### config.mk
export PLATFORM = sky130hd
export DESIGN_NAME = retire_trace_buffer_flat
export DESIGN_NICKNAME = d
export VERILOG_FILES = /design/src/rtl/retire_trace_buffer_if.sv /design/src/rtl/retire_trace_buffer.sv /design/src/flat_wrapper.sv
export SDC_FILE = /design/constraint.sdc
export NUM_CORES = 2
export LEC_CHECK = 0
export CAP_MARGIN = 30
export CORE_ASPECT_RATIO = 0.6
export CORE_MARGIN = 2
export CORE_UTILIZATION = 40
export CTS_CLUSTER_SIZE = 25
export DETAILED_ROUTE_END_ITERATION = 12
export GPL_ROUTABILITY_DRIVEN = 0
export SETUP_SLACK_MARGIN = 0.4
export SLEW_MARGIN = 25
export SYNTH_ARGS = -nofsm -noshare
export SYNTH_HDL_FRONTEND = slang
export SYNTH_SLANG_ARGS = --single-unit
export TNS_END_PERCENT = 50
### constraint.sdc
create_clock -name clk -period 10.9 [get_ports clk]
set_input_delay 1.09 -clock clk [delete_from_list [all_inputs] [get_ports clk]]
set_output_delay 1.09 -clock clk [all_outputs]
set_load 0.005 [all_outputs]
### src/rtl/retire_trace_buffer_if.sv
// ----------------------------------------------------------------------------
// retire_trace_buffer_if
// Word-serial trace stream between the retire trace buffer (master) and the
// host/UART bridge (slave).
//   out_data  : current stream word            (master -> slave)
//   out_valid : stream word available          (master -> slave)
//   out_ready : consumer accepts the word when out_valid && out_ready are
//               high at a rising edge          (slave -> master)
// ----------------------------------------------------------------------------
interface retire_trace_buffer_if;
    logic [31:0] out_data;
    logic        out_valid;
    logic        out_ready;

    modport master (output out_data, output out_valid, input out_ready);
    modport slave  (input out_data, input out_valid, output out_ready);
endinterface

### src/rtl/retire_trace_buffer.sv
// ----------------------------------------------------------------------------
// retire_trace_buffer
// Retire-trace capture for the multicycle CPU. Every PC change records one
// entry {pc_prev, inst_prev, wv, waddr, wdata} for the instruction that just
// completed. Entries sit in a FIFO and leave word-serially on the stream port:
// W0 = pc, W1 = inst, W2 = {wv, 26'b0, waddr}, W3 = wdata [, W4 = timestamp].
//
// Optional feature: define TRACE_TIMESTAMP_EN to store a 32-bit free-running
// cycle count per entry and stream it as a fifth word.
//
// Ports:
//   clk, reset     : CPU clock, asynchronous active-low reset
//   trace_en       : capture enable (PC tracking continues when low)
//   pc, inst       : CPU program counter and the instruction held for it
//   rf_we/rf_waddr/rf_wdata : register-file write port being observed
//   overflow       : sticky, set when an entry is dropped on a full FIFO
//   drop_count     : saturating count of dropped entries
//   clr_ovf        : synchronous clear of overflow and drop_count
//   level          : number of entries stored
//   strm           : stream master (out_data, out_valid, out_ready)
// ----------------------------------------------------------------------------
module retire_trace_buffer #(
    parameter int DEPTH = 16
) (
    input  logic                   clk,
    input  logic                   reset,
    input  logic                   trace_en,
    input  logic [31:0]            pc,
    input  logic [31:0]            inst,
    input  logic                   rf_we,
    input  logic [4:0]             rf_waddr,
    input  logic [31:0]            rf_wdata,
    output logic                   overflow,
    output logic [15:0]            drop_count,
    input  logic                   clr_ovf,
    output logic [$clog2(DEPTH):0] level,
    retire_trace_buffer_if.master  strm
);
    localparam int IDX_W = $clog2(DEPTH);
    localparam int PTR_W = IDX_W + 1;
    localparam logic [PTR_W-1:0] DEPTH_P = PTR_W'(DEPTH);
    localparam logic [PTR_W-1:0] PTR_ONE = {{(PTR_W-1){1'b0}}, 1'b1};
`ifdef TRACE_TIMESTAMP_EN
    localparam logic [2:0] LAST_WORD = 3'd4;
`else
    localparam logic [2:0] LAST_WORD = 3'd3;
`endif

    // Saturating increment for the drop counter.
    function automatic logic [15:0] sat_inc16(input logic [15:0] v);
        if (v == 16'hFFFF) begin
            return v;
        end else begin
            return v + 16'd1;
        end
    endfunction

    // Retire detection / write tracking state
    logic        armed_q, armed_d;
    logic [31:0] pc_prev_q, pc_prev_d;
    logic [31:0] inst_prev_q, inst_prev_d;
    logic        wv_q, wv_d;
    logic [4:0]  waddr_q, waddr_d;
    logic [31:0] wdata_q, wdata_d;

    // FIFO control state
    logic [PTR_W-1:0] wr_ptr_q, wr_ptr_d;
    logic [PTR_W-1:0] rd_ptr_q, rd_ptr_d;
    logic [PTR_W-1:0] level_q, level_d;
    logic [2:0]       word_cnt_q, word_cnt_d;
    logic             overflow_q, overflow_d;
    logic [15:0]      drop_count_q, drop_count_d;

    // FIFO storage (no reset: contents are qualified by level)
    logic [31:0] pc_mem    [DEPTH];
    logic [31:0] inst_mem  [DEPTH];
    logic        wv_mem    [DEPTH];
    logic [4:0]  waddr_mem [DEPTH];
    logic [31:0] wdata_mem [DEPTH];
`ifdef TRACE_TIMESTAMP_EN
    logic [31:0] ts_q, ts_d;
    logic [31:0] ts_mem    [DEPTH];
`endif

    logic        retire_s;
    logic        wr_hit_s;
    logic        ent_wv_s;
    logic [4:0]  ent_waddr_s;
    logic [31:0] ent_wdata_s;
    logic        valid_s;
    logic        full_s;
    logic        accept_s;
    logic        pop_s;
    logic        push_req_s;
    logic        push_s;
    logic        drop_s;
    logic [31:0] word_s;
    logic [IDX_W-1:0] wr_idx_s;
    logic [IDX_W-1:0] rd_idx_s;

    // Retire detection, entry assembly and write-tracking next state
    always_comb begin
        retire_s    = armed_q && (pc != pc_prev_q);
        wr_hit_s    = rf_we && (rf_waddr != 5'd0);
        // A write in the retire cycle belongs to the finishing instruction.
        ent_wv_s    = wr_hit_s ? 1'b1     : wv_q;
        ent_waddr_s = wr_hit_s ? rf_waddr : waddr_q;
        ent_wdata_s = wr_hit_s ? rf_wdata : wdata_q;

        armed_d     = 1'b1;
        pc_prev_d   = pc_prev_q;
        inst_prev_d = inst_prev_q;
        if (!armed_q || retire_s) begin
            pc_prev_d   = pc;
            inst_prev_d = inst;
        end else begin
            pc_prev_d   = pc_prev_q;
            inst_prev_d = inst_prev_q;
        end

        wv_d    = wv_q;
        waddr_d = waddr_q;
        wdata_d = wdata_q;
        // Clear the whole record so a write-less entry streams W2 = 0.
        if (retire_s) begin
            wv_d    = 1'b0;
            waddr_d = 5'd0;
            wdata_d = 32'd0;
        end else if (wr_hit_s) begin
            wv_d    = 1'b1;
            waddr_d = rf_waddr;
            wdata_d = rf_wdata;
        end else begin
            wv_d    = wv_q;
            waddr_d = waddr_q;
            wdata_d = wdata_q;
        end
    end

    // FIFO push/pop/drop control and word counter next state
    always_comb begin
        wr_idx_s   = wr_ptr_q[IDX_W-1:0];
        rd_idx_s   = rd_ptr_q[IDX_W-1:0];
        valid_s    = (level_q != '0);
        full_s     = (level_q == DEPTH_P);
        accept_s   = valid_s && strm.out_ready;
        pop_s      = accept_s && (word_cnt_q == LAST_WORD);
        push_req_s = retire_s && trace_en;
        // A pop of the head's last word frees a slot for this cycle's push.
        push_s     = push_req_s && (!full_s || pop_s);
        drop_s     = push_req_s && full_s && !pop_s;

        wr_ptr_d = push_s ? (wr_ptr_q + PTR_ONE) : wr_ptr_q;
        rd_ptr_d = pop_s  ? (rd_ptr_q + PTR_ONE) : rd_ptr_q;

        level_d = level_q;
        if (push_s && !pop_s) begin
            level_d = level_q + PTR_ONE;
        end else if (pop_s && !push_s) begin
            level_d = level_q - PTR_ONE;
        end else begin
            level_d = level_q;
        end

        word_cnt_d = word_cnt_q;
        if (pop_s) begin
            word_cnt_d = 3'd0;
        end else if (accept_s) begin
            word_cnt_d = word_cnt_q + 3'd1;
        end else begin
            word_cnt_d = word_cnt_q;
        end

        overflow_d   = overflow_q;
        drop_count_d = drop_count_q;
        // Clear wins over a coincident drop.
        if (clr_ovf) begin
            overflow_d   = 1'b0;
            drop_count_d = 16'd0;
        end else if (drop_s) begin
            overflow_d   = 1'b1;
            drop_count_d = sat_inc16(drop_count_q);
        end else begin
            overflow_d   = overflow_q;
            drop_count_d = drop_count_q;
        end

`ifdef TRACE_TIMESTAMP_EN
        ts_d = ts_q + 32'd1;
`endif
    end

    // Stream word select from the head entry
    always_comb begin
        word_s = 32'd0;
        case (word_cnt_q)
            3'd0:    word_s = pc_mem[rd_idx_s];
            3'd1:    word_s = inst_mem[rd_idx_s];
            3'd2:    word_s = {wv_mem[rd_idx_s], 26'd0, waddr_mem[rd_idx_s]};
            3'd3:    word_s = wdata_mem[rd_idx_s];
`ifdef TRACE_TIMESTAMP_EN
            3'd4:    word_s = ts_mem[rd_idx_s];
`endif
            default: word_s = 32'd0;
        endcase
    end

    // Control and tracking registers
    always_ff @(posedge clk or negedge reset) begin
        if (!reset) begin
            armed_q      <= 1'b0;
            pc_prev_q    <= 32'd0;
            inst_prev_q  <= 32'd0;
            wv_q         <= 1'b0;
            waddr_q      <= 5'd0;
            wdata_q      <= 32'd0;
            wr_ptr_q     <= '0;
            rd_ptr_q     <= '0;
            level_q      <= '0;
            word_cnt_q   <= 3'd0;
            overflow_q   <= 1'b0;
            drop_count_q <= 16'd0;
`ifdef TRACE_TIMESTAMP_EN
            ts_q         <= 32'd0;
`endif
        end else begin
            armed_q      <= armed_d;
            pc_prev_q    <= pc_prev_d;
            inst_prev_q  <= inst_prev_d;
            wv_q         <= wv_d;
            waddr_q      <= waddr_d;
            wdata_q      <= wdata_d;
            wr_ptr_q     <= wr_ptr_d;
            rd_ptr_q     <= rd_ptr_d;
            level_q      <= level_d;
            word_cnt_q   <= word_cnt_d;
            overflow_q   <= overflow_d;
            drop_count_q <= drop_count_d;
`ifdef TRACE_TIMESTAMP_EN
            ts_q         <= ts_d;
`endif
        end
    end

    // FIFO storage write on accepted push
    always_ff @(posedge clk) begin
        if (push_s) begin
            pc_mem[wr_idx_s]    <= pc_prev_q;
            inst_mem[wr_idx_s]  <= inst_prev_q;
            wv_mem[wr_idx_s]    <= ent_wv_s;
            waddr_mem[wr_idx_s] <= ent_waddr_s;
            wdata_mem[wr_idx_s] <= ent_wdata_s;
`ifdef TRACE_TIMESTAMP_EN
            ts_mem[wr_idx_s]    <= ts_q;
`endif
        end
    end

    // Gate with valid so the bus reads 0 whenever nothing is stored.
    assign strm.out_valid = valid_s;
    assign strm.out_data  = valid_s ? word_s : 32'd0;
    assign overflow       = overflow_q;
    assign drop_count     = drop_count_q;
    assign level          = level_q;

endmodule

### src/flat_wrapper.sv
// flat-port wrapper written by rule: the top's interface ports become plain ports
module retire_trace_buffer_flat 
#(
    parameter int DEPTH = 16
)
  (clk, reset, trace_en, pc, inst, rf_we, rf_waddr, rf_wdata, overflow, drop_count, clr_ovf, level, strm_out_data, strm_out_valid, strm_out_ready);
  retire_trace_buffer_if strm_i ();
  input  logic clk;
  input  logic reset;
  input  logic trace_en;
  input  logic [31:0] pc;
  input  logic [31:0] inst;
  input  logic rf_we;
  input  logic [4:0] rf_waddr;
  input  logic [31:0] rf_wdata;
  output logic overflow;
  output logic [15:0] drop_count;
  input  logic clr_ovf;
  output logic [$clog2(DEPTH):0] level;
  output wire logic [$bits(strm_i.out_data)-1:0] strm_out_data;
  output wire logic [$bits(strm_i.out_valid)-1:0] strm_out_valid;
  input wire logic [$bits(strm_i.out_ready)-1:0] strm_out_ready;
  assign strm_out_data = strm_i.out_data;
  assign strm_out_valid = strm_i.out_valid;
  assign strm_i.out_ready = strm_out_ready;
  retire_trace_buffer #(.DEPTH(DEPTH)) u_core (.clk(clk), .reset(reset), .trace_en(trace_en), .pc(pc), .inst(inst), .rf_we(rf_we), .rf_waddr(rf_waddr), .rf_wdata(rf_wdata), .overflow(overflow), .drop_count(drop_count), .clr_ovf(clr_ovf), .level(level), .strm(strm_i));
endmodule
# Yosys cells after proc, flatten, opt, wreduce, memory -nomap -nowiden
# Memory sizes are Yosys's and may differ from the RTL's.
# Cells that the tools add are included.
dict set report word_totals {
  ff_bits 138
  mem_bits_rw 1632
  inputBits 107
  wordCells 72
  mem_count 5
}
# memory depth word_bits rd rd_clocked_by_memory_dff wr line
set memory_table {}
lappend memory_table {u_core.inst_mem 16 32 1 0 1 retire_trace_buffer.sv:76} ;# logic [31:0] inst_mem [DEPTH];
lappend memory_table {u_core.pc_mem 16 32 1 0 1 retire_trace_buffer.sv:75} ;# logic [31:0] pc_mem [DEPTH];
lappend memory_table {u_core.wdata_mem 16 32 1 0 1 retire_trace_buffer.sv:79} ;# logic [31:0] wdata_mem [DEPTH];
lappend memory_table {u_core.waddr_mem 16 5 1 0 1 retire_trace_buffer.sv:78} ;# logic [4:0] waddr_mem [DEPTH];
lappend memory_table {u_core.wv_mem 16 1 1 0 1 retire_trace_buffer.sv:77} ;# logic wv_mem [DEPTH];
dict set report op_classes {
  n_addsub 6
  n_eq_ne 7
  n_mux 19
  n_reduce_logical 23
}
# operator n
set ops {}
lappend ops {{$pmux W32 S4} 1}
lappend ops {{$mux W32} 3}
lappend ops {{$mux W16} 3}
lappend ops {{$ne A32 B32 Y1} 1}
lappend ops {{$mux W5} 4}
lappend ops {{$add A16 B1 Y16 const B} 1}
lappend ops {{$eq A16 B16 Y1 const B} 1}
lappend ops {{$add A5 B1 Y5 const B} 3}
lappend ops {{$logic_and A1 B1 Y1} 10}
lappend ops {{$reduce_bool A5 Y1} 2}
lappend ops {{$eq A3 B2 Y1 const B} 2}
lappend ops {{$mux W1} 6}
lappend ops {{$mux W3} 2}
lappend ops {{$reduce_bool A2 Y1} 3}
lappend ops {{$eq A5 B5 Y1 const B} 1}
lappend ops {{$sub A5 B1 Y5 const B} 1}
lappend ops {{$logic_not A1 Y1} 4}
lappend ops {{$add A3 B1 Y3 const B} 1}
lappend ops {{$eq A3 B1 Y1 const B} 1}
lappend ops {{$logic_not A3 Y1} 1}
lappend ops {{$logic_or A1 B1 Y1} 2}
lappend ops {{$ne A2 B2 Y1 const B} 1}
lappend ops {{$reduce_and A2 Y1} 1}

# Depth between registers and ports, before layout
dict set report logic_depth {
  ltp_word 9
  depth_mapped 15
  mapped_depth_nobuf 14
}

# Worst setup path after synthesis
# No wires, ideal clock.
dict set report synth_path {
  path_kind {input to register}
  start {input pc[11]}
  end {memory u_core.inst_mem[0][0], enable pin}
  setup_time_ns 0.813
  arrival_ns 11.720
  required_time_ns 10.087
  slack_ns -1.633
  cell_stages 7
  path_buffers 1
  path_cell_list {xor2_1 > nor4_1 > nand4_1 > o21a_1 > clkbuf_1 > nand2_1 > nor4_1}
}
dict set report synth_via {
  elab_chain_len 6
}
# element line
set synth_rtl {}
lappend synth_rtl {{start: declaration} flat_wrapper.sv:11} ;# input logic [31:0] pc;
lappend synth_rtl {{$ne A32 B32 Y1} retire_trace_buffer.sv:103} ;# retire_s = armed_q && (pc != pc_prev_q);
lappend synth_rtl {{$logic_and A1 B1 Y1} retire_trace_buffer.sv:103}
lappend synth_rtl {{$logic_and A1 B1 Y1} retire_trace_buffer.sv:148} ;# push_req_s = retire_s && trace_en;
lappend synth_rtl {{$logic_and A1 B1 Y1} retire_trace_buffer.sv:150} ;# push_s = push_req_s && (!full_s || pop_s);
lappend synth_rtl {{$mux W1} retire_trace_buffer.sv:247} ;# if (push_s) begin
lappend synth_rtl {{$mux W1 (not written as such)} retire_trace_buffer.sv:249} ;# inst_mem[wr_idx_s] <= inst_prev_q;
lappend synth_rtl {{end: declaration} retire_trace_buffer.sv:76}
# No other way between the ends.

# Worst setup path after layout
dict set report layout_path {
  start {register u_core.rd_ptr_q[1]}
  end {output strm_out_data[29]}
}
dict set report layout_via {
  elab_chain_len 3
  word_cells_on_any_way 5
}
# element line
set layout_rtl {}
lappend layout_rtl {{start: declaration} retire_trace_buffer.sv:68} ;# logic [PTR_W-1:0] rd_ptr_q, rd_ptr_d;
lappend layout_rtl {{start signal: assignment} retire_trace_buffer.sv:234} ;# rd_ptr_q <= rd_ptr_d;
lappend layout_rtl {{$mem_v2 Z16 W32 (on tied branches)} n/a}
lappend layout_rtl {{$pmux W32 S4 *} retire_trace_buffer.sv:196} ;# case (word_cnt_q)
lappend layout_rtl {{$mux W32 *} retire_trace_buffer.sv:261} ;# assign strm.out_data = valid_s ? word_s : 32'd0;
lappend layout_rtl {{end: declaration} flat_wrapper.sv:20} ;# output wire logic [$bits(strm_i.out_data)-1:0] strm_out_data;
# Every way passes the cells marked *; elsewhere a longest branch is shown, timed or not.

==> impl_metrics.tcl <==
set metrics [dict create \
    status "finished clean" \
    fp.coreArea_mm2 0.1692 \
    final_max_slew_viol_count 0 \
    root_buffer "clkbuf_16" \
    hold_violations 0 \
    synth.most_common_cell "edfxtp_1" \
    drt_first_iter_violations 4009 \
    min_path_type "primary input to async pin" \
    grt_max_degree 150 \
    cts_max_level 4 \
    ys_seq_area_share_pct 77.08 \
    place_area_mm2 0.07241 \
    skew_ns 0.02827 \
    crit_start "u_core.rd_ptr_q[1]" \
    num-nets-final 3295 \
    critPathKind "flop to output pin" \
    ctsHoldBuffers 0 \
    synth-edff-count 1632 \
    vias 31565 \
    rows 117 \
    synth-seq-cells 1768 \
    die_h_um 323.4 \
    grt_pass1_wl_um 236600 \
    syn_nets 3084 \
    end_kind "output pin" \
    fin_area_mm2 0.07782 \
    period_minus_slack_ns 6.466 \
    fin_crit_sh_pct 59.32 \
    first_global_vias 31822 \
    path_clk_slew_ns 0.07 \
    avgSynthCellArea_um2 22.95 \
    wirelength_um 165300 \
    cts_buffer_depth 3 \
    start_util_pct 40.18 \
    n_fill_cell 13920 \
    yosys-top-cells-area "edfxtp_1, mux4_2, dfrtp_1" \
    leakage_nw 24.65 \
    slew_headroom_pct 22.41 \
    io_buffers 161 \
    cts_tree "yes" \
    drtPass1Iterations 7 \
    synth.distinct_cells 53 \
    antenna_found_initial 9 \
    yosys_warnings 0 \
    clock_latency_ns 0.80 \
    yosys-top-cells-count "edfxtp_1, mux4_2, dfrtp_1" \
    grt_util_all_layers_pct 19.24 \
    rsz0062_at_grt "no" \
    setup_ws_ns 4.434 \
    dp_hpwl_um 92370 \
    synth_top_flop_cell "edfxtp_1" \
    worst_slew_pin_slew_ns 1.164 \
    fmax_ghz 0.1546 \
    routedWlPerCell_um 29.70 \
    synth_area_leader_cell "edfxtp_1" \
    detailedPlace.worstSlack_ns 4.537 \
    die_area_mm2 0.1734 \
    reg2reg_from "u_core.pc_prev_q[21]" \
    cts_made_buffers 161 \
    final_core_util_pct 45.99 \
    startpoint_type "flop" \
    drt-vias-per-instance 5.669 \
    cts_setup_buffers 0 \
    num_io_pins 162 \
    syn_area_mm2 0.06799 \
    ant_nets 0 \
    drc 0 \
    crit_fanout 149 \
    async_reset_ff_share_pct 7.692 \
    drive_above_1_share_pct 27.23 \
    overflow 0 \
    clkSinkCount 1768 \
    setup_viol 0 \
    synthCells 2962 \
    synth_top_area_share_pct 72.08 \
    worstPathArrival_ns 5.38 \
    area_delta_synth_final_pct 14.45 \
    cap_violations 0 \
    post_cts_resized 0 \
    required_ns 9.81 \
    power_density_mw_per_mm2 242.7 \
    ir_drop_v 0.0002852 \
    dieWidth_um 536.3 \
]
## power breakdown
group          internal (mW)  switching, mW
combinational           2.39           2.60
clock                   3.27           2.53
sequential              7.81          0.270
## final cells by class
type                    count  area, um^2  area share (%)
clock inverters            92        1025           1.317
repair buffers            230        2310           2.968
clock buffers             203        4350           5.590
well taps                2261        2829           3.635
multi-input cells         994       14800           19.02
inverters                  18       75.07         0.09647
flip-flops and latches   1768       52420           67.36
diodes                      2       5.005        0.006431
## flip-flops by register name, summed over array words and instances (netlist names)
signal and flops:
u_core.wr_ptr_q 4, u_core.armed_q 1, u_core.wv_mem 16, u_core.overflow 1, u_core.pc_mem 512, u_core.word_cnt_q 3, u_core.wv_q 1, u_core.level 5
u_core.pc_prev_q 32, u_core.inst_mem 512, u_core.wdata_q 32, u_core.wdata_mem 512, u_core.drop_count 16, u_core.waddr_q 5, u_core.rd_ptr_q 4, u_core.waddr_mem 80
u_core.inst_prev_q 32
## path summary, 6_finish.rpt
kind / to / slack [ns] / cells past startpoint
worst min-delay path: u_core.wdata_q[2] / 0.31 / 1
max in group asynchronous: u_core.inst_prev_q[20] / 9.28 / 2
worst max-delay path: strm_out_data[29] / 4.43 / 7
worst max register to register: u_core.wdata_mem[3][19] / 5.36 / 8
min in group clk: u_core.waddr_q[4] / 0.52 / 2
worst min register to register: u_core.waddr_q[4] / 0.52 / 2
## worst max-delay path: stages, from the launching register on
cell and delay [ns]:
dfrtp_4 1.00, buf_4 0.56, buf_12 0.57, mux4_2 0.41
mux4_2 0.52, a32oi_1 0.59, nand2_1 0.16, clkdlybuf4s50_1 0.48
## metrics by stage
stage | power [mW] | cells | hold slack, ns | TNS [ns]
4_1_cts | 19.10 | 5565 | 0.2759 | 0
2_1_floorplan | 11.47 | 2962 | 0.4860 | -333.12
5_1_grt | 19.62 | 5568 | 0.3191 | 0
6_report | 18.88 | 5568 | 0.3090 | 0
3_3_place_gp | 13.25 | 5267 | 0.5137 | 0
3_5_place_dp | 13.30 | 5270 | 0.5191 | 0
## kinds of logic (layout without fill, tap and decap cells)
family          after synthesis  count (layout)  synth area share (%)
compound gates              106             106                 1.084
xor+xnor                     43              43                0.5539
buf+inv                     200             543                 1.347
mux                         593             593                 17.88
fa+ha+maj                    15              15                0.2871
other cells                   1               3              0.005515
flops                      1768            1768                 77.08
simple gates                236             236                 1.757
## cells in the final DEF (no fill, tap or decap), types with 10 or more instances in the layout
| cell type | count |
|---|---|
| edfxtp_1 | 1632 |
| mux4_2 | 490 |
| clkbuf_16 | 164 |
| clkdlybuf4s50_1 | 160 |
| dfrtp_1 | 133 |
| nand2_1 | 94 |
| mux2_2 | 70 |
| buf_4 | 56 |
| xor2_1 | 36 |
| and2_1 | 35 |
| mux2i_1 | 30 |
| clkbuf_1 | 29 |
| a32oi_1 | 28 |
| clkinv_1 | 26 |
| clkinv_2 | 26 |
| a21oi_1 | 25 |
| nand3_1 | 18 |
| bufinv_16 | 18 |
| inv_1 | 17 |
| nor4_1 | 14 |
| ha_1 | 13 |
| nor2_1 | 12 |
| o21ai_0 | 11 |
| clkbuf_8 | 11 |
| or4_1 | 10 |
| o22ai_1 | 10 |
## routing by layer
metal,wire [um],part of all wire (%),global-route usage (%),vias to the layer above
met1,77410,47,30.54,17178
met2,71060,43,26.78,1296
met5,34,0.021,0,-
li1,-,-,-,12910
met4,2625,1.6,4.482,6
met3,14220,8.6,4.402,175
Note: power is estimated with default switching activity, not from simulation.
